**src/rtl/csr_bus_master.sv**
```systemverilog
// csr_bus_master
//   Initiator side of the CSR bus. Converts single host commands (CSR write,
//   CSR read) into valid/ready transactions toward the accelerator CSR block
//   and returns exactly one response per command. One transaction is
//   outstanding at a time. Read data from the slave is registered, so it is
//   captured one cycle after the handshake. A ready timeout turns a stalled
//   request into an error response.
//
//   Optional feature (define CSR_MASTER_POLL_EN): a read of MAIN (idx 0) with
//   cmd_poll=1 is re-issued every POLL_GAP idle cycles while bit 27 (busy)
//   of the returned value is set; the response carries the final value.
//   Without the macro cmd_poll is ignored and no POLL_WAIT state exists.
//
// Parameters
//   CSR_BASE_ADDR   base address; low 4 bits are replaced by cmd_idx
//   TIMEOUT_CYCLES  max REQ cycles waiting for bus_ready (0 = no timeout)
//   POLL_GAP        idle cycles between poll reads (poll feature only)
//
// Ports
//   clk, rst                       clock (rising edge), async active-high reset
//   cmd_valid/cmd_ready            command handshake
//   cmd_write, cmd_idx, cmd_wdata  command contents
//   cmd_poll                       poll MAIN until not busy (poll feature only)
//   rsp_valid/rsp_ready            response handshake
//   rsp_rdata, rsp_err             read data (0 for writes/errors), timeout flag
//   bus_valid/bus_ready            CSR bus handshake
//   bus_wen, bus_addr, bus_wdata   CSR bus request
//   bus_rdata                      CSR bus read data (registered by slave)
module csr_bus_master #(
    parameter logic [31:0] CSR_BASE_ADDR  = 32'h0000_0010,
    parameter int unsigned TIMEOUT_CYCLES = 256,
    parameter int unsigned POLL_GAP       = 4
) (
    input  logic        clk,
    input  logic        rst,
    input  logic        cmd_valid,
    output logic        cmd_ready,
    input  logic        cmd_write,
    input  logic [3:0]  cmd_idx,
    input  logic [31:0] cmd_wdata,
    input  logic        cmd_poll,
    output logic        rsp_valid,
    input  logic        rsp_ready,
    output logic [31:0] rsp_rdata,
    output logic        rsp_err,
    output logic        bus_valid,
    input  logic        bus_ready,
    output logic        bus_wen,
    output logic [31:0] bus_addr,
    output logic [31:0] bus_wdata,
    input  logic [31:0] bus_rdata
);

    typedef enum logic [2:0] {
        IDLE,
        REQ,
        RCAP,
        RSP
`ifdef CSR_MASTER_POLL_EN
        ,
        POLL_WAIT
`endif
    } state_t;

    state_t      state_q, state_d;
    logic        cmd_ready_d;
    logic        bus_valid_d, bus_wen_d;
    logic [31:0] bus_addr_d, bus_wdata_d;
    logic [31:0] rsp_rdata_d;
    logic        rsp_err_d;
    logic [31:0] tcnt_q, tcnt_d;
    logic        timeout_hit;

`ifdef CSR_MASTER_POLL_EN
    logic        poll_q, poll_d;
    logic [31:0] gap_q, gap_d;
`else
    logic        unused_poll;
    assign unused_poll = cmd_poll | (POLL_GAP == 0);
`endif

    // The count reaching the limit only matters when no ready arrived this
    // cycle; the REQ branch checks bus_ready first so the handshake wins.
    assign timeout_hit = (TIMEOUT_CYCLES != 0) &&
                         ((tcnt_q + 32'd1) == TIMEOUT_CYCLES);

    assign rsp_valid = (state_q == RSP);

    always_comb begin
        state_d     = state_q;
        bus_valid_d = bus_valid;
        bus_wen_d   = bus_wen;
        bus_addr_d  = bus_addr;
        bus_wdata_d = bus_wdata;
        rsp_rdata_d = rsp_rdata;
        rsp_err_d   = rsp_err;
        tcnt_d      = tcnt_q;
`ifdef CSR_MASTER_POLL_EN
        poll_d      = poll_q;
        gap_d       = gap_q;
`endif

        case (state_q)
            IDLE: begin
                if (cmd_valid && cmd_ready) begin
                    bus_valid_d = 1'b1;
                    bus_wen_d   = cmd_write;
                    bus_addr_d  = {CSR_BASE_ADDR[31:4], cmd_idx};
                    bus_wdata_d = cmd_wdata;
                    tcnt_d      = '0;
                    state_d     = REQ;
`ifdef CSR_MASTER_POLL_EN
                    poll_d      = cmd_poll && !cmd_write && (cmd_idx == 4'd0);
`endif
                end
            end

            REQ: begin
                if (bus_ready) begin
                    bus_valid_d = 1'b0;
                    if (bus_wen) begin
                        rsp_rdata_d = '0;
                        rsp_err_d   = 1'b0;
                        state_d     = RSP;
                    end else begin
                        state_d     = RCAP;
                    end
                end else if (timeout_hit) begin
                    bus_valid_d = 1'b0;
                    rsp_rdata_d = '0;
                    rsp_err_d   = 1'b1;
                    state_d     = RSP;
                end else begin
                    tcnt_d      = tcnt_q + 32'd1;
                end
            end

            RCAP: begin
                rsp_rdata_d = bus_rdata;
                rsp_err_d   = 1'b0;
                state_d     = RSP;
`ifdef CSR_MASTER_POLL_EN
                if (poll_q && bus_rdata[27]) begin
                    if (POLL_GAP == 0) begin
                        bus_valid_d = 1'b1;
                        tcnt_d      = '0;
                        state_d     = REQ;
                    end else begin
                        gap_d       = '0;
                        state_d     = POLL_WAIT;
                    end
                end
`endif
            end

            RSP: begin
                if (rsp_ready) begin
                    rsp_err_d = 1'b0;
                    state_d   = IDLE;
                end
            end

`ifdef CSR_MASTER_POLL_EN
            POLL_WAIT: begin
                if (gap_q == (POLL_GAP - 1)) begin
                    bus_valid_d = 1'b1;
                    tcnt_d      = '0;
                    state_d     = REQ;
                end else begin
                    gap_d       = gap_q + 32'd1;
                end
            end
`endif

            default: begin
                state_d     = IDLE;
                bus_valid_d = 1'b0;
            end
        endcase

        // Registered so that it is low during reset and only rises the cycle
        // after the response handshake.
        cmd_ready_d = (state_d == IDLE);
    end

    always_ff @(posedge clk or posedge rst) begin
        if (rst) begin
            state_q   <= IDLE;
            cmd_ready <= 1'b0;
            bus_valid <= 1'b0;
            bus_wen   <= 1'b0;
            bus_addr  <= '0;
            bus_wdata <= '0;
            rsp_rdata <= '0;
            rsp_err   <= 1'b0;
            tcnt_q    <= '0;
`ifdef CSR_MASTER_POLL_EN
            poll_q    <= 1'b0;
            gap_q     <= '0;
`endif
        end else begin
            state_q   <= state_d;
            cmd_ready <= cmd_ready_d;
            bus_valid <= bus_valid_d;
            bus_wen   <= bus_wen_d;
            bus_addr  <= bus_addr_d;
            bus_wdata <= bus_wdata_d;
            rsp_rdata <= rsp_rdata_d;
            rsp_err   <= rsp_err_d;
            tcnt_q    <= tcnt_d;
`ifdef CSR_MASTER_POLL_EN
            poll_q    <= poll_d;
            gap_q     <= gap_d;
`endif
        end
    end

endmodule

```
**config.mk**
```make
export PLATFORM = sky130hd
export DESIGN_NAME = csr_bus_master
export DESIGN_NICKNAME = d
export VERILOG_FILES = /design/src/rtl/csr_bus_master.sv
export SDC_FILE = /design/constraint.sdc
export NUM_CORES = 1
export LEC_CHECK = 0
export CAP_MARGIN = 20
export CORE_MARGIN = 2
export CORE_UTILIZATION = 47
export DETAILED_ROUTE_END_ITERATION = 16
export HOLD_SLACK_MARGIN = 0.12
export PLACE_DENSITY_LB_ADDON = 0.3
export RECOVER_POWER = 25
export SLEW_MARGIN = 40
export SYNTH_ARGS = -nofsm -noshare
export SYNTH_HDL_FRONTEND = slang
export SYNTH_SLANG_ARGS = --single-unit
```
**constraint.sdc**
```tcl
create_clock -name clk -period 5.7 [get_ports clk]
set_input_delay 1.14 -clock clk [delete_from_list [all_inputs] [get_ports clk]]
set_output_delay 1.14 -clock clk [all_outputs]
set_load 0.005 [all_outputs]
```
Word level (Yosys, flattened, before mapping)
Index checks and enable logic that the tools add are counted.
{ "op_classes": {"addsub": 1, "n_eq_ne": 10, "muxes": 23, "bitwise_logic": 1, "n_reduce_logical": 12} }
{ "op_table": {"columns": ["op", "count"], "rows": [
  ["2-to-1 mux 32 bit", 6],
  ["one-hot mux 32 bit (2 select lines)", 2],
  ["adder 32 x 1 -> 32 bit, second input constant", 1],
  ["equality test 32 x 9 -> 1 bit, second input constant", 1],
  ["2-to-1 mux 3 bit", 4],
  ["one-hot mux 3 bit (4 select lines)", 1],
  ["2-to-1 mux 1 bit", 8],
  ["AND reduction 4 bit", 2],
  ["equality test 3 x 2 -> 1 bit, second input constant", 2],
  ["zero test 3 bit", 2],
  ["inequality test 2 bit, second input constant", 3],
  ["inequality test 3 bit, second input constant", 2],
  ["one-hot mux 1 bit (3 select lines)", 2],
  ["AND reduction 3 bit", 2],
  ["nonzero test 2 bit", 2],
  ["equality test 3 x 1 -> 1 bit, second input constant", 1],
  ["nonzero test 3 bit", 1],
  ["inequality test 2 x 1 -> 1 bit, second input constant", 1],
  ["AND reduction 2 bit", 1],
  ["OR reduction 2 bit", 1],
  ["logical AND 1 bit", 1],
  ["NOT 1 bit", 1]
]} }
{ "word_totals": {"regBits": 108, "inputBits": 75, "out_inout_bits": 101, "word_cells": 56} }

Depth between registers and ports, before layout
Gate-level depths: netlist (run 1).
{ "depth": {"word_depth": 6, "mapped_depth": 12, "depth_no_buf": 9} }

Least setup slack after synthesis (run 1)
No wires, ideal clock.
{ "synth_path": {"path_type": "reg-to-reg", "start": "register tcnt_q[2]", "end": "register rsp_rdata[0]", "setup_ps": 121, "arrival_time_ps": 2534, "required_ps": 5579, "slack_ps": 3045, "path_stages_with_launch": 13, "period_less_slack_ps": 2655, "path_cell_list": "dfrtp_1 > buf_2 > and4_4 > buf_6 > and4_4 > buf_6 > and3b_1 > or4_1 > a22oi_2 > o2111a_2 > o21ai_4 > buf_6 > a22o_1"} }
{ "synth_between": {"elab_chain_cells": 4} }
{ "synth_lines": {"columns": ["item", "line", "source"], "rows": [
  ["from (decl)", "71", "logic [31:0] tcnt_q, tcnt_d;"],
  ["from (signal assigned)", "210", "tcnt_q <= tcnt_d;"],
  ["adder 32 x 1 -> 32 bit", "85", "((tcnt_q + 32'd1) == TIMEOUT_CYCLES);"],
  ["equality test 32 x 9 -> 1 bit", "85", null],
  ["inequality test 3 bit (no source line)", null, null],
  ["AND reduction 3 bit (no source line)", null, null],
  ["to (signal assigned)", "208", "rsp_rdata <= rsp_rdata_d;"],
  ["to (decl)", "44", "output logic [31:0] rsp_rdata,"]
]} }
No other way between the ends.
A chain may end at the register's enable or synchronous reset.

==> results of run 1 <==
flip-flops by register name (all words and copies together), names as in the netlist:
register / count
state_q: 3
cmd_ready: 1
bus_wen: 1
rsp_err: 1
bus_valid: 1
bus_addr: 5
bus_wdata: 32
rsp_rdata: 32
tcnt_q: 32
kinds of logic (layout without fill, tap and decap cells):
family,count (synthesis),count (layout)
AO/OA/AOI/OAI,94,94
XOR/XNOR,11,11
flip-flops,108,108
AND/OR/NAND/NOR,272,272
multiplexers,16,16
buffers and inverters,73,174
other,1,28
adder cells (fa/ha/maj),2,2
routing by layer:
layer	GRT usage, %	routed length, um	up-vias	part of all wire [%]
li1	-	-	2214	-
met1	28.91	5925	2271	42
met2	37.74	7066	193	50
met3	7.181	1075	13	7.6
met4	6.179	161	0	1.1
met5	0	0	-	0
stage by stage:
step                cells  utilization, %  setup slack (ns)  power, W  instance area (um^2)
global placement      831           60.11             2.342  0.001839                  6864
floorplan             604               -             1.714  0.001366                  5589
CTS                   847           62.77             2.240  0.002513                  7167
detailed placement    831           60.15             2.280  0.001863                  6868
global route          848           62.96             1.433  0.002630                  7189
finish                848           62.96             1.993  0.002492                  7189
cell usage in the layout (no fill, tap or decap), drive strengths merged, types with 3 or more instances in the layout:
master and instances:
nand2 162, clkdlybuf4s50 146, dfrtp 108, a22o 35, nand3 29, conb 28, nand4 18, o21ai 17
mux2i 16, nor3 11, nor2 11, xnor2 10, clkbuf 9, o31ai 8, nor4 8, and3 7
inv 7, nand2b 6, a21oi 5, buf 5, and4 5, or4 4, or3 3, o211ai 3
o2111ai 3, clkinv 3
cell type report:
class	instances	area (um^2)
Fill cell	914	4229
Sequential cell	108	2703
Multi-Input combinational cell	423	2469
Timing Repair Buffer	152	1516
Clock buffer	9	225.2
Tap cell	143	178.9
Clock inverter	7	73.82
Inverter	6	23.77
power by group:
| group | internal [W] | total (W) | switching [W] |
|---|---|---|---|
| sequential | 0.000962 | 0.00109 | 0.000132 |
| clock | 0.000343 | 0.000635 | 0.000292 |
| combinational | 0.000477 | 0.000762 | 0.000285 |
| total | 0.00178 | 0.00249 | 0.000709 |
worst max-delay path, cell delays in order:
cell and delay (ns):
dlygate4sd3_1 0.54, clkinvlp_2 1.81, buf_4 0.65
worst max-delay path by stage:
stage | cells after the start | slack (ns) | to
finish | 3 | 1.99 | bus_wdata[26]$_DFFE_PP0P_
floorplan | 1 | 1.71 | bus_addr[0]$_DFFE_PP0P_
global placement | 9 | 2.34 | tcnt_q[0]$_DFFE_PP0P_
global route | 3 | 1.43 | tcnt_q[7]$_DFFE_PP0P_
detailed placement | 9 | 2.28 | tcnt_q[1]$_DFFE_PP0P_
CTS | 9 | 2.24 | tcnt_q[1]$_DFFE_PP0P_
==> metrics.log, run 1 <==
[metrics] outcome: finished with violations
[metrics] violated checks: max-capacitance violations, max-slew violations
[metrics] Area growth, synth to finish: 31.01%
[metrics] die outline width: roughly 110 um
[metrics] I/O pin count: approximately 180
[metrics] post-synthesis simple-gate area fraction: a little under a quarter
[metrics] post-route setup TNS: 0 ns
[metrics] post-synthesis compound-gate area fraction: around 14%
[metrics] Row Count: 39
[metrics] Mapped Avg Cell Area: 9.511 um^2
[metrics] startpoint of the worst register-to-register path: tcnt_q[0]$_DFFE_PP0P_
[metrics] top area cells in the synthesized netlist: dfrtp_1, nand2_1, a22o_1, buf_4, mux2i_1
[metrics] top-count cell post-synth: nand2_1
[metrics] DRT Wirelength: approximately 14 mm
[metrics] count of nets after finishing: slightly below 800
[metrics] portion of netlist area occupied by mux cells: 2.918%
[metrics] total iterations of the first detailed-routing run: 6
[metrics] RSZ-0062 raised after global routing: false
[metrics] top_reg_cell synth: dfrtp_1
[metrics] total DRC errors in the routed layout: 0
[metrics] Arrival @ worst endpoint: around 4.2 ns
[metrics] Synthesis Warnings: 0
[metrics] worst hold path cell count: 2
[metrics] endpoint with the worst hold slack: bus_wdata[15]$_DFFE_PP0P_
[metrics] destination of the worst register-to-register timing path: rsp_rdata[31]$_DFFE_PP0P_
[metrics] number of global-route vias before repair: ~4700
[metrics] placer's final routability congestion estimate: between 0.9 and 1
[metrics] TritonCTS clock tree: yes
[metrics] sequential cell area fraction in the yosys report: roughly half
[metrics] fraction of synthesis flops using an asynchronous set or reset pin: 100.0%
[metrics] max cap viols: 1
[metrics] Max rail drop VDD: approximately 0.31 mV
[metrics] worst hold path class: flip-flop to flip-flop
[metrics] number of diodes: 0
[metrics] Final Setup Violations: 0
[metrics] half-perimeter wire length after detailed placement: ~9.5 mm
[metrics] final antenna-violating net count: 0
[metrics] actual transition at the worst max-transition pin: roughly 3.2 ns
[metrics] adder and majority cell fraction of the synthesized area: 0.4560%
[metrics] setup slack of the worst register-to-register path: roughly 2.3 ns
[metrics] number of synthesized flops with an enable pin: 0
[metrics] critical path class: input port to async pin
[metrics] relative slew slack: -114.4%
[metrics] xor/xnor cell area share of the yosys netlist: between 1.5 and 2%
[metrics] final number of max-transition violations: 76
[metrics] number of clock sinks seen by CTS: ~110
[metrics] Critical Path Sink Type: async pin
[metrics] Resized Gates After CTS: 0
[metrics] fraction of layout instances using a drive strength above 1: approximately 6%
[metrics] final period utilization: about 65%
[metrics] final setup skew: around 0.0097 ns
[metrics] vias after detailed routing: about 4700
[metrics] Worst Setup SP: rst
[metrics] Die Footprint: 12560 um^2
[metrics] leak pwr: 3.230 nW
[metrics] Fin. Hold Viols: 0
[metrics] portion of synthesized cell area occupied by the leading cell type: between 40% and 50%
[metrics] top fanout value on the critical path: 75
[metrics] min Tclk post-route: between 3 and 4 ns
[metrics] core region area: roughly 11000 um^2
[metrics] starting density of the core: just under 50%
[metrics] CTS Hold Buffers Added: 0
[metrics] post-synthesis cell type count: 62
[metrics] number of input and output port buffers inserted: between 100 and 150
[metrics] worst-case reg-to-reg path depth: 10
[metrics] first-pass GRT wire length: about 23 mm
[metrics] Fin Hold WS: just under 0.5 ns
[metrics] CTS HTree Levels: 3
[metrics] buffers inserted by post-CTS timing repair: 0
[metrics] cell at the root of the clock tree: clkbuf_16
[metrics] number of antenna violations at the first check in global routing: 0
[metrics] type of element launching the critical path: input port
[metrics] DIE HEIGHT: between 100 and 150 um
[metrics] number of register bits inferred by synthesis: roughly 110
[metrics] main combinational cell family by area after synthesis: simple AND/OR/NAND/NOR gates
[metrics] leftover overflow at the end of global routing: 0
[metrics] later-pin clock latency in the skew report: roughly 0.35 ns
[metrics] power per cell area: ~350 nW/um^2
[metrics] routed vias/inst: 5.532
[metrics] pin count of the biggest net entering global routing: 76
[metrics] number of buffers created by CTS: 9
[metrics] count of routing violations after the opening detailed-route iteration: between 300 and 400
[metrics] Avg WL per Cell: 16.78 um
[metrics] highest clock rate: around 270 MHz
[metrics] Longest Clk Path Bufs: 2
[metrics] combined global-route utilization of all metal layers: approximately 23%
[metrics] Clock transition at path regs: ~0.070 ns
[metrics] most instantiated cells after synthesis: nand2_1, dfrtp_1, a22o_1
[metrics] required time of the worst setup path: between 6 and 7 ns
[metrics] start point of the worst min-delay path: bus_wdata[15]$_DFFE_PP0P_
[metrics] Post-Synthesis Cell Area: about 5500 um^2
[metrics] Mapped Cells: between 500 and 600
[metrics] post-synth top area cell: dfrtp_1
No activity file was read; power rests on OpenSTA's default activity.
==> run 2, diff against run 1 <==
--- a/config.mk
+++ b/config.mk
@@ -7,7 +7,7 @@
 export LEC_CHECK = 0
 export CAP_MARGIN = 20
 export CORE_MARGIN = 2
-export CORE_UTILIZATION = 47
+export CORE_UTILIZATION = 42
 export DETAILED_ROUTE_END_ITERATION = 16
 export HOLD_SLACK_MARGIN = 0.12
 export PLACE_DENSITY_LB_ADDON = 0.3
==> constraint.sdc (replaced) <==
create_clock -name clk -period 3.1 [get_ports clk]
set_input_delay 0.62 -clock clk [delete_from_list [all_inputs] [get_ports clk]]
set_output_delay 0.62 -clock clk [all_outputs]
set_load 0.005 [all_outputs]
==> run 2 against run 1 <==
Compared with the run above: the flow now finishes without violations; die area increased by 11%; global-route usage is 1.6 points lower; non-clock buffer count is 38 higher; critical path depth up 6; sequential share of layout area fell by 1.5 points; core utilization shrank 3.9 points; worst hold slack worse by 0.0061 ns; combinational power grew 89%; final area rose by 4.2%; cell count increased by 7.9%; power is 82% higher; largest cell class unchanged; largest power group unchanged.
==> metrics.log, run 2 (synthesis gave the netlist of run 1 again) <==
[metrics] combined global-route utilization of all metal layers: 21.13% (-1.6 points)
[metrics] final setup skew: 0.008246 ns (-0.001488 ns)
[metrics] RSZ-0062 raised after global routing: false
[metrics] max cap viols: 0 (-1)
[metrics] Max rail drop VDD: 0.4626 mV (+49%)
[metrics] worst hold path cell count: 1 (-1)
[metrics] count of nets after finishing: 816 (+5.0%)
[metrics] fraction of layout instances using a drive strength above 1: 10.50% (+4.5 points)
[metrics] final worst-path setup slack: 0.2486 ns (-1.745 ns)
[metrics] placer's final routability congestion estimate: 0.8646 (-4.9%)
[metrics] critical path class: flip-flop to flip-flop
[metrics] highest clock rate: 350.7 MHz
[metrics] total DRC errors in the routed layout: 0 (unchanged)
[metrics] worst hold path class: flip-flop to flip-flop
[metrics] actual transition at the worst max-transition pin: 1.454 ns (-1.745 ns)
[metrics] met2 track utilization from global routing: 34.90% (-2.8 points)
[metrics] number of global-route vias before repair: 4873 (+4.3%)
[metrics] commonest cells after routing, fill and taps aside: nand2_1, clkdlybuf4s50_1, dfrtp_1
[metrics] leftover overflow at the end of global routing: 0 (unchanged)
[metrics] first-pass GRT wire length: 24.13 mm (+3.4%)
[metrics] count of routing violations after the opening detailed-route iteration: 331 (-13%)
[metrics] post-route setup TNS: 0 ns (unchanged)
[metrics] relative slew slack: 3.093% (+120 points)
[metrics] met1 usage: 26.38% (-2.5 points)
[metrics] commonest non-fill, non-tap cell in the layout: nand2_1
[metrics] Critical Path Sink Type: flip-flop
[metrics] worst-case reg-to-reg path depth: 9 (-1)
[metrics] DRT Wirelength: 14.77 mm (+3.8%)
[metrics] later-pin clock latency in the skew report: 0.35 ns (about the same)
[metrics] number of antenna violations at the first check in global routing: 0 (unchanged)
[metrics] outcome: finished clean
[metrics] startpoint of the worst register-to-register path: tcnt_q[27]$_DFFE_PP0P_
[metrics] Final Setup Violations: 0 (unchanged)
[metrics] most heavily used metal layer in global routing: met2
[metrics] pin count of the biggest net entering global routing: 109 (+43%)
[metrics] cell at the root of the clock tree: clkbuf_16
[metrics] starting density of the core: 43.31% (-4.8 points)
[metrics] vias after detailed routing: 4897 (+4.4%)
[metrics] final number of max-transition violations: 0 (-100%)
[metrics] routed vias/inst: 5.352 (-3.3%)
[metrics] top fanout value on the critical path: 7 (-91%)
[metrics] final antenna-violating net count: 0 (unchanged)
[metrics] Arrival @ worst endpoint: 3.07 ns (-1.11 ns)
[metrics] number of diodes: 0 (unchanged)
[metrics] Die Footprint: 14000 um^2 (+11%)
[metrics] Area growth, synth to finish: 36.48%
[metrics] cell area after layout: 7490 um^2 (+4.2%)
[metrics] die outline width: 118.3 um (+5.6%)
[metrics] half-perimeter wire length after detailed placement: 10.21 mm (+7.1%)
[metrics] number of clock sinks seen by CTS: 108 (unchanged)
[metrics] number of buffers created by CTS: 9 (unchanged)
[metrics] setup slack of the worst register-to-register path: 0.25 ns (-2.03 ns)
[metrics] Fin Hold WS: 0.4753 ns (-0.006098 ns)
[metrics] Longest Clk Path Bufs: 2 (unchanged)
[metrics] Clock transition at path regs: 0.07 ns (about the same)
[metrics] Avg WL per Cell: 16.14 um (-3.8%)
[metrics] met3 usage in global routing: 7.722% (+0.54 points)
[metrics] final period utilization: between 90% and 100%
[metrics] destination of the worst register-to-register timing path: tcnt_q[10]$_DFFE_PP0P_
[metrics] I/O pin count: 176 (unchanged)
[metrics] type of element launching the critical path: flip-flop
[metrics] TritonCTS clock tree: yes
[metrics] Design Power: 0.004524 W (+82%)
[metrics] Fin. Hold Viols: 0 (unchanged)
[metrics] buffers inserted by post-CTS timing repair: 0 (unchanged)
[metrics] number of input and output port buffers inserted: 147 (unchanged)
[metrics] post-place instance area: 7207 um^2 (+4.9%)
[metrics] Row Count: 41 (+5.1%)
[metrics] start point of the worst min-delay path: bus_addr[4]$_DFFE_PP0P_
[metrics] CTS Hold Buffers Added: 0 (unchanged)
[metrics] power per cell area: 604.0 nW/um^2 (+74%)
[metrics] total iterations of the first detailed-routing run: 4 (-2)
[metrics] largest registers: bus_wdata (32), rsp_rdata (32), tcnt_q (32)
[metrics] leak pwr: 3.413 nW (+5.7%)
[metrics] CTS HTree Levels: 3 (unchanged)
[metrics] pre-CTS worst setup slack: 0.1395 ns (-2.140 ns)
[metrics] DIE HEIGHT: 118.3 um (+5.6%)
[metrics] required time of the worst setup path: 3.32 ns (-2.86 ns)
[metrics] core region area: 12670 um^2 (+11%)
[metrics] min Tclk post-route: ~2.9 ns
[metrics] endpoint with the worst hold slack: bus_addr[4]$_DFFE_PP0P_
[metrics] Resized Gates After CTS: 0 (unchanged)
[run 2: worst max path at each step]
stage,depth (start not counted),to,startpoint,slack [ns]
after CTS,11,rsp_rdata[16]$_DFFE_PP0P_,tcnt_q[1]$_DFFE_PP0P_,0.10
after global placement,8,rsp_rdata[29]$_DFFE_PP0P_,tcnt_q[27]$_DFFE_PP0P_,0.20
after global routing,11,rsp_rdata[16]$_DFFE_PP0P_,tcnt_q[1]$_DFFE_PP0P_,0.05
after detailed placement,10,rsp_rdata[16]$_DFFE_PP0P_,tcnt_q[11]$_DFFE_PP0P_,0.14
after floorplan,12,rsp_rdata[0]$_DFFE_PP0P_,tcnt_q[2]$_DFFE_PP0P_,0.44
final,9,tcnt_q[10]$_DFFE_PP0P_,tcnt_q[27]$_DFFE_PP0P_,0.25
[run 2: stage by stage]
stage	utilization, %	cells
2_1_floorplan	-	604
3_3_place_gp	56.88	899
3_5_place_dp	56.88	899
4_1_cts	59.08	914
5_1_grt	59.11	915
6_report	59.11	915
[run 2: critical path, stage by stage (launching register included)]
cell and delay [ns]:
dfrtp_1 0.52, nand4_1 0.24, or4_4 0.56, xor2_1 0.16
and3_1 0.18, a22o_1 0.20, o2111a_2 0.23, buf_4 0.17
o311ai_0 0.33, o31ai_1 0.13
[run 2: cell type report]
type | instances | area [um^2]
Clock inverter | 3 | 22.52
Sequential cell | 108 | 2703
Tap cell | 172 | 215.2
Inverter | 6 | 26.28
Timing Repair Buffer | 190 | 1794
Multi-Input combinational cell | 424 | 2472
Fill cell | 1112 | 5181
Clock buffer | 12 | 256.5
[run 2: where the power goes]
part | switching, W | internal [W]
clock | 0.000507 | 0.000587
sequential | 0.000224 | 0.00177
combinational | 0.000543 | 0.000894
[run 2: routing by layer]
layer | share of wire (%) | wire, um
met5 | 0 | 0
met4 | 1.0 | 150
met3 | 8.4 | 1239
met2 | 50 | 7322
met1 | 41 | 6053
==> run 3, diff against run 2 <==
--- a/config.mk
+++ b/config.mk
@@ -12,7 +12,7 @@
 export HOLD_SLACK_MARGIN = 0.12
 export PLACE_DENSITY_LB_ADDON = 0.3
 export RECOVER_POWER = 25
-export SLEW_MARGIN = 40
+export SLEW_MARGIN = 10
 export SYNTH_ARGS = -nofsm -noshare
 export SYNTH_HDL_FRONTEND = slang
 export SYNTH_SLANG_ARGS = --single-unit
==> results of run 3 <==
Same layout as run 2: the final DEF is identical, and so are final timing and power.
